**config.mk**
```make
export PLATFORM = sky130hd
export DESIGN_NAME = spi_peripheral_flat
export DESIGN_NICKNAME = d
export VERILOG_FILES = /design/src/rtl/spi_peripheral_if.sv /design/src/rtl/spi_peripheral.sv /design/src/flat_wrapper.sv
export SDC_FILE = /design/constraint.sdc
export NUM_CORES = 1
export LEC_CHECK = 0
export CAP_MARGIN = 20
export CORE_AREA = 4 4 77 79
export CTS_CLUSTER_DIAMETER = 200
export DETAILED_ROUTE_END_ITERATION = 16
export DIE_AREA = 0 0 81 83
export GPL_TIMING_DRIVEN = 0
export PLACE_DENSITY = 0.63
export SLEW_MARGIN = 40
export SYNTH_ARGS = -nofsm -noshare
export SYNTH_HDL_FRONTEND = slang
export SYNTH_SLANG_ARGS = --single-unit
```
**constraint.sdc**
```tcl
create_clock -name clk -period 1.8 [get_ports clk]
set_input_delay 0.27 -clock clk [delete_from_list [all_inputs] [get_ports clk]]
set_output_delay 0.27 -clock clk [all_outputs]
set_load 0.02 [all_outputs]
```
**src/rtl/spi_peripheral_if.sv**
```systemverilog
// Local-side bus of the SPI peripheral: transmit holding register handshake,
// received byte strobe, status and sticky error flags.
interface spi_peripheral_if;
   logic [7:0] tx_data;
   logic       tx_valid;
   logic       tx_ready;
   logic [7:0] rx_data;
   logic       rx_valid;
   logic       busy;
   logic       err_underrun;
   logic       err_frame;
   logic       err_clr;

   modport master (
      output tx_data, tx_valid, err_clr,
      input  tx_ready, rx_data, rx_valid, busy, err_underrun, err_frame
   );

   modport slave (
      input  tx_data, tx_valid, err_clr,
      output tx_ready, rx_data, rx_valid, busy, err_underrun, err_frame
   );
endinterface

```
**src/rtl/spi_peripheral.sv**
```systemverilog
// SPI mode-0 responder, oversampled on clk: MSB-first byte exchange with a one-entry
// transmit holding register. Define SPI_PERIPH_ERR_EN to enable the sticky error flags.
module spi_peripheral #(
   parameter int SYNC_STAGES = 2
) (
   input  logic            clk,
   input  logic            rst,
   input  logic            SPI_CLK,
   input  logic            SPI_MOSI,
   input  logic            SPI_EN,
   output logic            SPI_MISO,
   spi_peripheral_if.slave bus
);
   localparam logic [1:0] ST_IDLE  = 2'd0;
   localparam logic [1:0] ST_LOAD  = 2'd1;
   localparam logic [1:0] ST_SHIFT = 2'd2;

   logic [SYNC_STAGES-1:0] sclk_sync_reg, mosi_sync_reg, cs_sync_reg, fill_reg;
   logic sclk_d_reg, cs_d_reg, armed_reg;
   logic sclk_rise_reg, sclk_fall_reg, cs_fall_reg, cs_rise_reg;
   logic sclk_s, mosi_s, cs_s;

   logic [1:0] state_reg;
   logic [7:0] tx_shift_reg;
   logic [6:0] rx_shift_reg;
   logic [3:0] bit_cnt_reg;
   logic [7:0] rx_data_reg;
   logic       rx_valid_reg;
   logic [7:0] hold_data_reg;
   logic       hold_full_reg;

   logic do_load, do_rx, do_shift, do_abort, accept;

   assign sclk_s = sclk_sync_reg[SYNC_STAGES-1];
   assign mosi_s = mosi_sync_reg[SYNC_STAGES-1];
   assign cs_s   = cs_sync_reg[SYNC_STAGES-1];

   // Select synchronizer resets to "deselected"; armed_reg only sets once a genuine
   // high select has reached the last stage, so a select held low across reset is ignored.
   always_ff @(posedge clk or posedge rst) begin
      if (rst) begin
         sclk_sync_reg <= '0;
         mosi_sync_reg <= '0;
         cs_sync_reg   <= '1;
         fill_reg      <= '0;
         sclk_d_reg    <= 1'b0;
         cs_d_reg      <= 1'b1;
         armed_reg     <= 1'b0;
         sclk_rise_reg <= 1'b0;
         sclk_fall_reg <= 1'b0;
         cs_fall_reg   <= 1'b0;
         cs_rise_reg   <= 1'b0;
      end else begin
         sclk_sync_reg <= {sclk_sync_reg[SYNC_STAGES-2:0], SPI_CLK};
         mosi_sync_reg <= {mosi_sync_reg[SYNC_STAGES-2:0], SPI_MOSI};
         cs_sync_reg   <= {cs_sync_reg[SYNC_STAGES-2:0], SPI_EN};
         fill_reg      <= {fill_reg[SYNC_STAGES-2:0], 1'b1};
         sclk_d_reg    <= sclk_s;
         cs_d_reg      <= cs_s;
         if (fill_reg[SYNC_STAGES-1] && cs_s)
            armed_reg <= 1'b1;
         sclk_rise_reg <= sclk_s && !sclk_d_reg;
         sclk_fall_reg <= !sclk_s && sclk_d_reg;
         cs_fall_reg   <= armed_reg && cs_d_reg && !cs_s;
         cs_rise_reg   <= cs_s && !cs_d_reg;
      end
   end

   always_comb begin
      do_load  = 1'b0;
      do_rx    = 1'b0;
      do_shift = 1'b0;
      do_abort = 1'b0;
      case (state_reg)
         ST_IDLE: do_load = cs_fall_reg;
         ST_SHIFT: begin
            if (cs_rise_reg) begin
               do_abort = (bit_cnt_reg != 4'd0) && (bit_cnt_reg != 4'd8);
            end else if (sclk_rise_reg) begin
               do_rx = (bit_cnt_reg < 4'd8);
            end else if (sclk_fall_reg) begin
               // A fall after a full byte reloads for a back-to-back byte
               do_load  = (bit_cnt_reg == 4'd8);
               do_shift = (bit_cnt_reg != 4'd0) && (bit_cnt_reg < 4'd8);
            end
         end
         default: ;
      endcase
   end

   assign accept = bus.tx_valid && !hold_full_reg;

   always_ff @(posedge clk or posedge rst) begin
      if (rst) begin
         state_reg     <= ST_IDLE;
         tx_shift_reg  <= 8'h00;
         rx_shift_reg  <= 7'h00;
         bit_cnt_reg   <= 4'd0;
         rx_data_reg   <= 8'h00;
         rx_valid_reg  <= 1'b0;
         hold_data_reg <= 8'h00;
         hold_full_reg <= 1'b0;
      end else begin
         rx_valid_reg <= 1'b0;
         case (state_reg)
            ST_IDLE:  if (cs_fall_reg) state_reg <= ST_LOAD;
            ST_LOAD:  state_reg <= ST_SHIFT;
            ST_SHIFT: if (cs_rise_reg) state_reg <= ST_IDLE;
            default:  state_reg <= ST_IDLE;
         endcase

         // tx_shift is loaded on entry to LOAD so MISO shows the MSB during LOAD
         if (do_load) begin
            tx_shift_reg <= hold_full_reg ? hold_data_reg : 8'h00;
            bit_cnt_reg  <= 4'd0;
            rx_shift_reg <= 7'h00;
         end else if (do_shift) begin
            tx_shift_reg <= {tx_shift_reg[6:0], 1'b0};
         end

         if (do_rx) begin
            rx_shift_reg <= {rx_shift_reg[5:0], mosi_s};
            bit_cnt_reg  <= bit_cnt_reg + 4'd1;
            if (bit_cnt_reg == 4'd7) begin
               rx_data_reg  <= {rx_shift_reg, mosi_s};
               rx_valid_reg <= 1'b1;
            end
         end

         if (accept)
            hold_data_reg <= bus.tx_data;
         if (do_load)
            hold_full_reg <= accept;
         else if (accept)
            hold_full_reg <= 1'b1;
      end
   end

   assign SPI_MISO     = (state_reg != ST_IDLE) && tx_shift_reg[7];
   assign bus.tx_ready = !hold_full_reg;
   assign bus.rx_data  = rx_data_reg;
   assign bus.rx_valid = rx_valid_reg;
   assign bus.busy     = !cs_s;

`ifdef SPI_PERIPH_ERR_EN
   logic err_underrun_reg, err_frame_reg;

   // Clear takes priority over a set in the same cycle
   always_ff @(posedge clk or posedge rst) begin
      if (rst) begin
         err_underrun_reg <= 1'b0;
         err_frame_reg    <= 1'b0;
      end else if (bus.err_clr) begin
         err_underrun_reg <= 1'b0;
         err_frame_reg    <= 1'b0;
      end else begin
         if (do_load && !hold_full_reg)
            err_underrun_reg <= 1'b1;
         if (do_abort)
            err_frame_reg <= 1'b1;
      end
   end

   assign bus.err_underrun = err_underrun_reg;
   assign bus.err_frame    = err_frame_reg;
`else
   logic unused_err;
   assign unused_err       = bus.err_clr ^ do_abort;
   assign bus.err_underrun = 1'b0;
   assign bus.err_frame    = 1'b0;
`endif
endmodule
```
**src/flat_wrapper.sv**
```systemverilog
// flat-port wrapper written by rule: the top's interface ports become plain ports
module spi_peripheral_flat 
#(
   parameter int SYNC_STAGES = 2
)
  (clk, rst, SPI_CLK, SPI_MOSI, SPI_EN, SPI_MISO, bus_tx_data, bus_tx_valid, bus_err_clr, bus_tx_ready, bus_rx_data, bus_rx_valid, bus_busy, bus_err_underrun, bus_err_frame);
  spi_peripheral_if bus_i ();
  input  logic clk;
  input  logic rst;
  input  logic SPI_CLK;
  input  logic SPI_MOSI;
  input  logic SPI_EN;
  output logic SPI_MISO;
  input wire logic [$bits(bus_i.tx_data)-1:0] bus_tx_data;
  input wire logic [$bits(bus_i.tx_valid)-1:0] bus_tx_valid;
  input wire logic [$bits(bus_i.err_clr)-1:0] bus_err_clr;
  output wire logic [$bits(bus_i.tx_ready)-1:0] bus_tx_ready;
  output wire logic [$bits(bus_i.rx_data)-1:0] bus_rx_data;
  output wire logic [$bits(bus_i.rx_valid)-1:0] bus_rx_valid;
  output wire logic [$bits(bus_i.busy)-1:0] bus_busy;
  output wire logic [$bits(bus_i.err_underrun)-1:0] bus_err_underrun;
  output wire logic [$bits(bus_i.err_frame)-1:0] bus_err_frame;
  assign bus_i.tx_data = bus_tx_data;
  assign bus_i.tx_valid = bus_tx_valid;
  assign bus_i.err_clr = bus_err_clr;
  assign bus_tx_ready = bus_i.tx_ready;
  assign bus_rx_data = bus_i.rx_data;
  assign bus_rx_valid = bus_i.rx_valid;
  assign bus_busy = bus_i.busy;
  assign bus_err_underrun = bus_i.err_underrun;
  assign bus_err_frame = bus_i.err_frame;
  spi_peripheral #(.SYNC_STAGES(SYNC_STAGES)) u_core (.clk(clk), .rst(rst), .SPI_CLK(SPI_CLK), .SPI_MOSI(SPI_MOSI), .SPI_EN(SPI_EN), .SPI_MISO(SPI_MISO), .bus(bus_i));
endmodule
```
### After elaboration in Yosys (flattened, before gate mapping)

Cells that the tools add are included.

* bits in registers: 54
* input port bits: 15
* output and inout port bits: 14
* word-level logic and storage cells: 74

* $add $sub $neg: 1
* $lt $le $gt $ge: 1
* equal/unequal tests: 6
* mux-type cells: 25
* reduce and logical (&&, ||, !) cells: 22

Operators with widths (number)
* 2-to-1 mux 8 bit: 3
* 2-to-1 mux 1 bit: 14
* 2-to-1 mux 7 bit: 2
* logical AND 1 bit: 9
* 2-to-1 mux 4 bit: 2
* nonzero test 2 bit: 4
* case mux 2 bit (3 select lines): 1
* zero test 1 bit: 5
* adder 4 x 1 -> 4 bit (second input constant): 1
* == test 4 x 3 -> 1 bit (second input constant): 1
* == test 4 bit (second input constant): 1
* < comparator 4 bit (second input constant): 1
* 2-to-1 mux 2 bit: 2
* inequality test 2 x 1 -> 1 bit (second input constant): 2
* AND reduction 2 bit: 2
* nonzero test 4 bit: 1
* == test 2 x 1 -> 1 bit (second input constant): 1
* == test 2 bit (second input constant): 1
* zero test 2 bit: 1
* case mux 1 bit (2 select lines): 1

### Depth between registers and ports, before layout

* word-level depth: 8
* gate-level depth with buffers: 7
* mapped depth without buffers: 6

### Worst setup path before layout

OpenSTA, ideal clock, no wires.

* kind: register to register
* start: register u_core.bit_cnt_reg[0]
* end: register u_core.tx_shift_reg[7]
* library setup time: 0.126 ns
* arrival time: 1.754 ns
* required time: 1.674 ns
* setup slack: -0.080 ns
* stages on the path, launching flop included: 8
* path buffers: 1
* clock period less this slack: 1.880 ns
* path through: dfrtp_1 inv_1 ha_1 nor2b_1 a41o_1 buf_1 nor2_2 a221o_1

* word-level cells in the longest chain between the ends: 7
* elaborated cells on any way between the ends: 14
* classes of those cells: 1 x order compare; 1 x eq/ne; 9 x mux; 3 x reduce/logical

RTL lines
* start, declared: line spi_peripheral.sv:26 `logic [3:0] bit_cnt_reg;`
* start signal, assigned: line spi_peripheral.sv:123 `bit_cnt_reg <= bit_cnt_reg + 4'd1;`
* < comparator 4 bit / nonzero test 4 bit (equally long branches)
* logical AND 1 bit: line spi_peripheral.sv:84 `do_shift = (bit_cnt_reg != 4'd0) && (bit_cnt_reg < 4'd8);`
* 2-to-1 mux 1 bit: line spi_peripheral.sv:81 `end else if (sclk_fall_reg) begin`
* 2-to-1 mux 1 bit: line spi_peripheral.sv:79 `end else if (sclk_rise_reg) begin`
* 2-to-1 mux 1 bit: line spi_peripheral.sv:77 `if (cs_rise_reg) begin`
* 2-to-1 mux 1 bit: line spi_peripheral.sv:74 `case (state_reg)`
* nonzero test 2 bit (no line)
* end signal, assigned: line spi_peripheral.sv:114 `tx_shift_reg <= hold_full_reg ? hold_data_reg : 8'h00;`
* end signal, assigned: line spi_peripheral.sv:118 `tx_shift_reg <= {tx_shift_reg[6:0], 1'b0};`
* end, declared: line spi_peripheral.sv:24 `logic [7:0] tx_shift_reg;`

Several ways; a longest one is shown, not always the timed one.
A chain may end at the register's enable or synchronous reset.

### Final worst setup path

* start: register u_core.state_reg[0]
* end: register u_core.tx_shift_reg[5]

* word-level cells in the longest chain between the ends: 3
* elaborated cells on any way between the ends: 6
* classes of those cells: 1 x eq/ne; 3 x mux; 2 x reduce/logical

RTL lines
* start, declared: line spi_peripheral.sv:23 `logic [1:0] state_reg;`
* start signal, assigned: line spi_peripheral.sv:95 `state_reg <= ST_IDLE;`
* start signal, assigned: line spi_peripheral.sv:106 `ST_IDLE: if (cs_fall_reg) state_reg <= ST_LOAD;`
* start signal, assigned: line spi_peripheral.sv:107 `ST_LOAD: state_reg <= ST_SHIFT;`
* == test 2 bit / zero test 2 bit (equally long branches): line spi_peripheral.sv:74
* case mux 1 bit (2 select lines) / 2-to-1 mux 1 bit (equally long branches): line spi_peripheral.sv:74
* 2-to-1 mux 8 bit / nonzero test 2 bit (equally long branches)

Several ways; a longest one is shown, not always the timed one.

==> results.py <==
metrics = {
    "synth": {
        "yosysSeqAreaShare": 0.664,
        "avgSynthCellArea_sq_um": 14.2,
        "synth_cell_types": 34,
        "syn_inst": 144,
        "yosys_warnings": 0,
        "synth_area_sq_um": 2040,
        "synth-seq-cells": 54,
    },
    "detailed_routing": {
        "via_per_inst": 4.81,
        "ant_nets": 0,
        "vias": 1240,
        "drt-total-wl_mm": 3.54,
        "drt_iter0_markers": 46,
        "first_pass_iters": 4,
        "drc": 0,
        "routedWlPerCell_microns": 13.7,
    },
    "pwr": {
        "power.share.switching": 0.274,
        "p_clk_frac": 0.234,
        "internal_power_mw": 2.09,
        "power.leakage_nw": 1.23,
        "peakVddDrop_mv": 0.682,
        "seq_power_share": 0.552,
        "switchingPower_mw": 0.787,
        "p_total_mw": 2.88,
        "pwr-share-comb": 0.214,
        "p_per_area_nw_per_um2": 1110,
    },
    "floorplan": {
        "io_pins": 29,
        "rows": 27,
        "dieArea_sq_um": 6720,
        "die_x_microns": 81,
        "core_sq_um": 5340,
        "die_y_microns": 83,
        "initial_core_util": 0.382,
    },
    "grt": {
        "grt_pass1_wl_mm": 6.09,
        "grt_overflow": 0,
        "grt_pass1_vias": 1277,
        "grt_util_all_layers": 0.117,
        "antenna_found_initial": 0,
        "grt_max_degree": 37,
    },
    "worst_setup_path": {
        "crit_type": "reg2reg",
        "end_kind": "flip-flop",
        "crit_fanout": 5,
        "path_cells": "or3b_4, nor4b_4, buf_4, nor2_4, a221o_1",
        "reg2regPathDepth": 5,
        "slowest_delay_ns": 0.43,
        "cp_slowest_cell": "dfrtp_1",
        "worst-endpoint-required_ns": 1.99,
        "cp-startpoint": "u_core.state_reg[0]",
        "start_kind": "flip-flop",
        "r2r-start": "u_core.state_reg[0]",
        "arrival_ns": 1.97,
    },
    "timing": {
        "finalSetupTns_ns": 0,
        "clock_skew_ns": 0.00609,
        "min_period_over_period": 0.990,
        "setup_slack_ns": 0.0182,
        "rsz0062_at_grt": "true",
        "slew_violations": 0,
        "holdWs_ns": 0.255,
        "setup_viol_count_final": 0,
        "hold_viol": 0,
        "min_period_ns": 1.78,
        "max_freq_ghz": 0.561,
    },
    "final_layout": {
        "nets": 202,
        "fin_util": 0.486,
        "drive_gt1_frac": 0.215,
        "syn_to_final_growth_pct": 27.1,
        "final_cell_mix": "dfrtp_1 (51), clkdlybuf4s50_1 (23), buf_4 (10)",
        "layout.cells.most_common": "dfrtp_1",
        "antenna_cells": 0,
    },
    "cts": {
        "cts_tree": "done",
        "cts-root-buf": "clkbuf_8",
        "cts_sinks": 54,
        "clk_latency_ns": 0.30,
        "clockBufferDepth": 2,
        "cts.clk_slew.worst_paths_ns": 0.09,
        "htreeDepth": 2,
        "cts_buffers": 5,
    },
    "placed_design": {
        "hpwl_mm": 2.41,
        "pre_cts_slack_ns": -0.210,
        "gp_congestion": 0.778,
        "port_buffers": 25,
    },
    "run": {
        "maxCapViolCount": 0,
    },
    "min_path": {
        "holdCritPathClass": "in2async",
    },
    "outcome": {
        "outcome": "complete, no violations",
    },
}
-- synthesized netlist by cell type, drive strengths merged --
| master | n | area [sq um] |
|---|---|---|
| dfrtp | 51 | 1280 |
| mux2 | 17 | 191 |
| inv | 8 | 30.0 |
| a22o | 7 | 61.3 |
| and3 | 7 | 43.8 |
| o21ai | 6 | 30.0 |
| a221o | 5 | 50.1 |
| nor2b | 5 | 31.3 |
| clkbuf | 4 | 15.0 |
| nand3 | 4 | 25.0 |
| buf | 3 | 18.8 |
| dfstp | 3 | 78.8 |
| nor2 | 3 | 13.8 |
| conb | 2 | 7.51 |
| ha | 2 | 25.0 |
| mux2i | 2 | 20.0 |
| nand2b | 2 | 12.5 |
| nor3b | 2 | 15.0 |
| a21o | 1 | 7.51 |
| a21oi | 1 | 5.00 |
| a31oi | 1 | 6.26 |
| a41o | 1 | 10.0 |
| nand2 | 1 | 3.75 |
| nand4 | 1 | 6.26 |
| nor4b | 1 | 23.8 |
| o21a | 1 | 7.51 |
| o21bai | 1 | 7.51 |
| or2 | 1 | 6.26 |
| or3b | 1 | 11.3 |
-- cell families (layout without fill, tap and decap cells) --
kind of cell / count (synthesis) / in the layout / share of synthesized area
flops: 54 / 54 / 0.664
simple gates: 28 / 28 / 0.0944
compound gates: 24 / 24 / 0.0907
mux: 19 / 19 / 0.104
buf+inv: 15 / 56 / 0.0313
fa+ha+maj: 2 / 2 / 0.0123
other cells: 2 / 3 / 0.00368
-- repair_timing --
item	4_1_cts	5_1_grt
resized for setup	6	7
buffers inserted	6	2
hold buffers	0	0
endpoints found under the setup margin	27	23
pin swaps	3	1
-- critical path, delay by kind of cell (launching register included) --
| family | cells | cell delay (ns) |
|---|---|---|
| DFF | 1 | 0.43 |
| AOI/OAI and AO/OA | 1 | 0.29 |
| and+or+nand+nor | 3 | 0.76 |
| buffers and inverters | 1 | 0.19 |
-- power groups by stage --
stage | clock (mW) | combinational [mW] | sequential, mW
after floorplan | 0 | 0.420 | 1.56
after global placement | 0 | 0.528 | 1.60
after detailed placement | 0 | 0.563 | 1.61
after CTS | 0.700 | 0.575 | 1.59
after global routing | 0.751 | 0.688 | 1.62
final | 0.673 | 0.616 | 1.59
-- area by class of cell --
type	count	area, sq um
multi-input combinational	76	654
sequential	54	1360
timing repair buffer	34	332
clock buffer	7	86.3
buffer	6	38.8
fill	491	2740
clock inverter	1	5.00
tap	72	90.1
inverter	8	32.5
-- path summary, 6_finish.rpt --
path,end,slack [ns]
setup / recovery,u_core.tx_shift_reg[5],0.02
hold / removal,u_core.mosi_sync_reg[0],0.26
setup reg to reg,u_core.tx_shift_reg[5],0.02
hold reg to reg,u_core.mosi_sync_reg[1],0.36
max in group asynchronous,u_core.cs_sync_reg[0],1.03
min in group clk,u_core.mosi_sync_reg[1],0.36
-- metrics by stage --
| step | area, sq um | std cells |
|---|---|---|
| floorplan | 2050 | 145 |
| CTS | 2560 | 256 |
| detailed placement | 2410 | 243 |
| finish | 2590 | 258 |
| global placement | 2390 | 242 |
| global route | 2590 | 258 |
-- routing by layer --
layer | vias to the layer above | global-route usage | routed length, microns
met3 | 6 | 0.0304 | 144
li1 | 583 | - | -
met2 | 25 | 0.176 | 1730
met1 | 626 | 0.161 | 1610
met4 | 0 | 0.0461 | 58
met5 | - | 0 | 0
(Power assumes the default switching activity.)
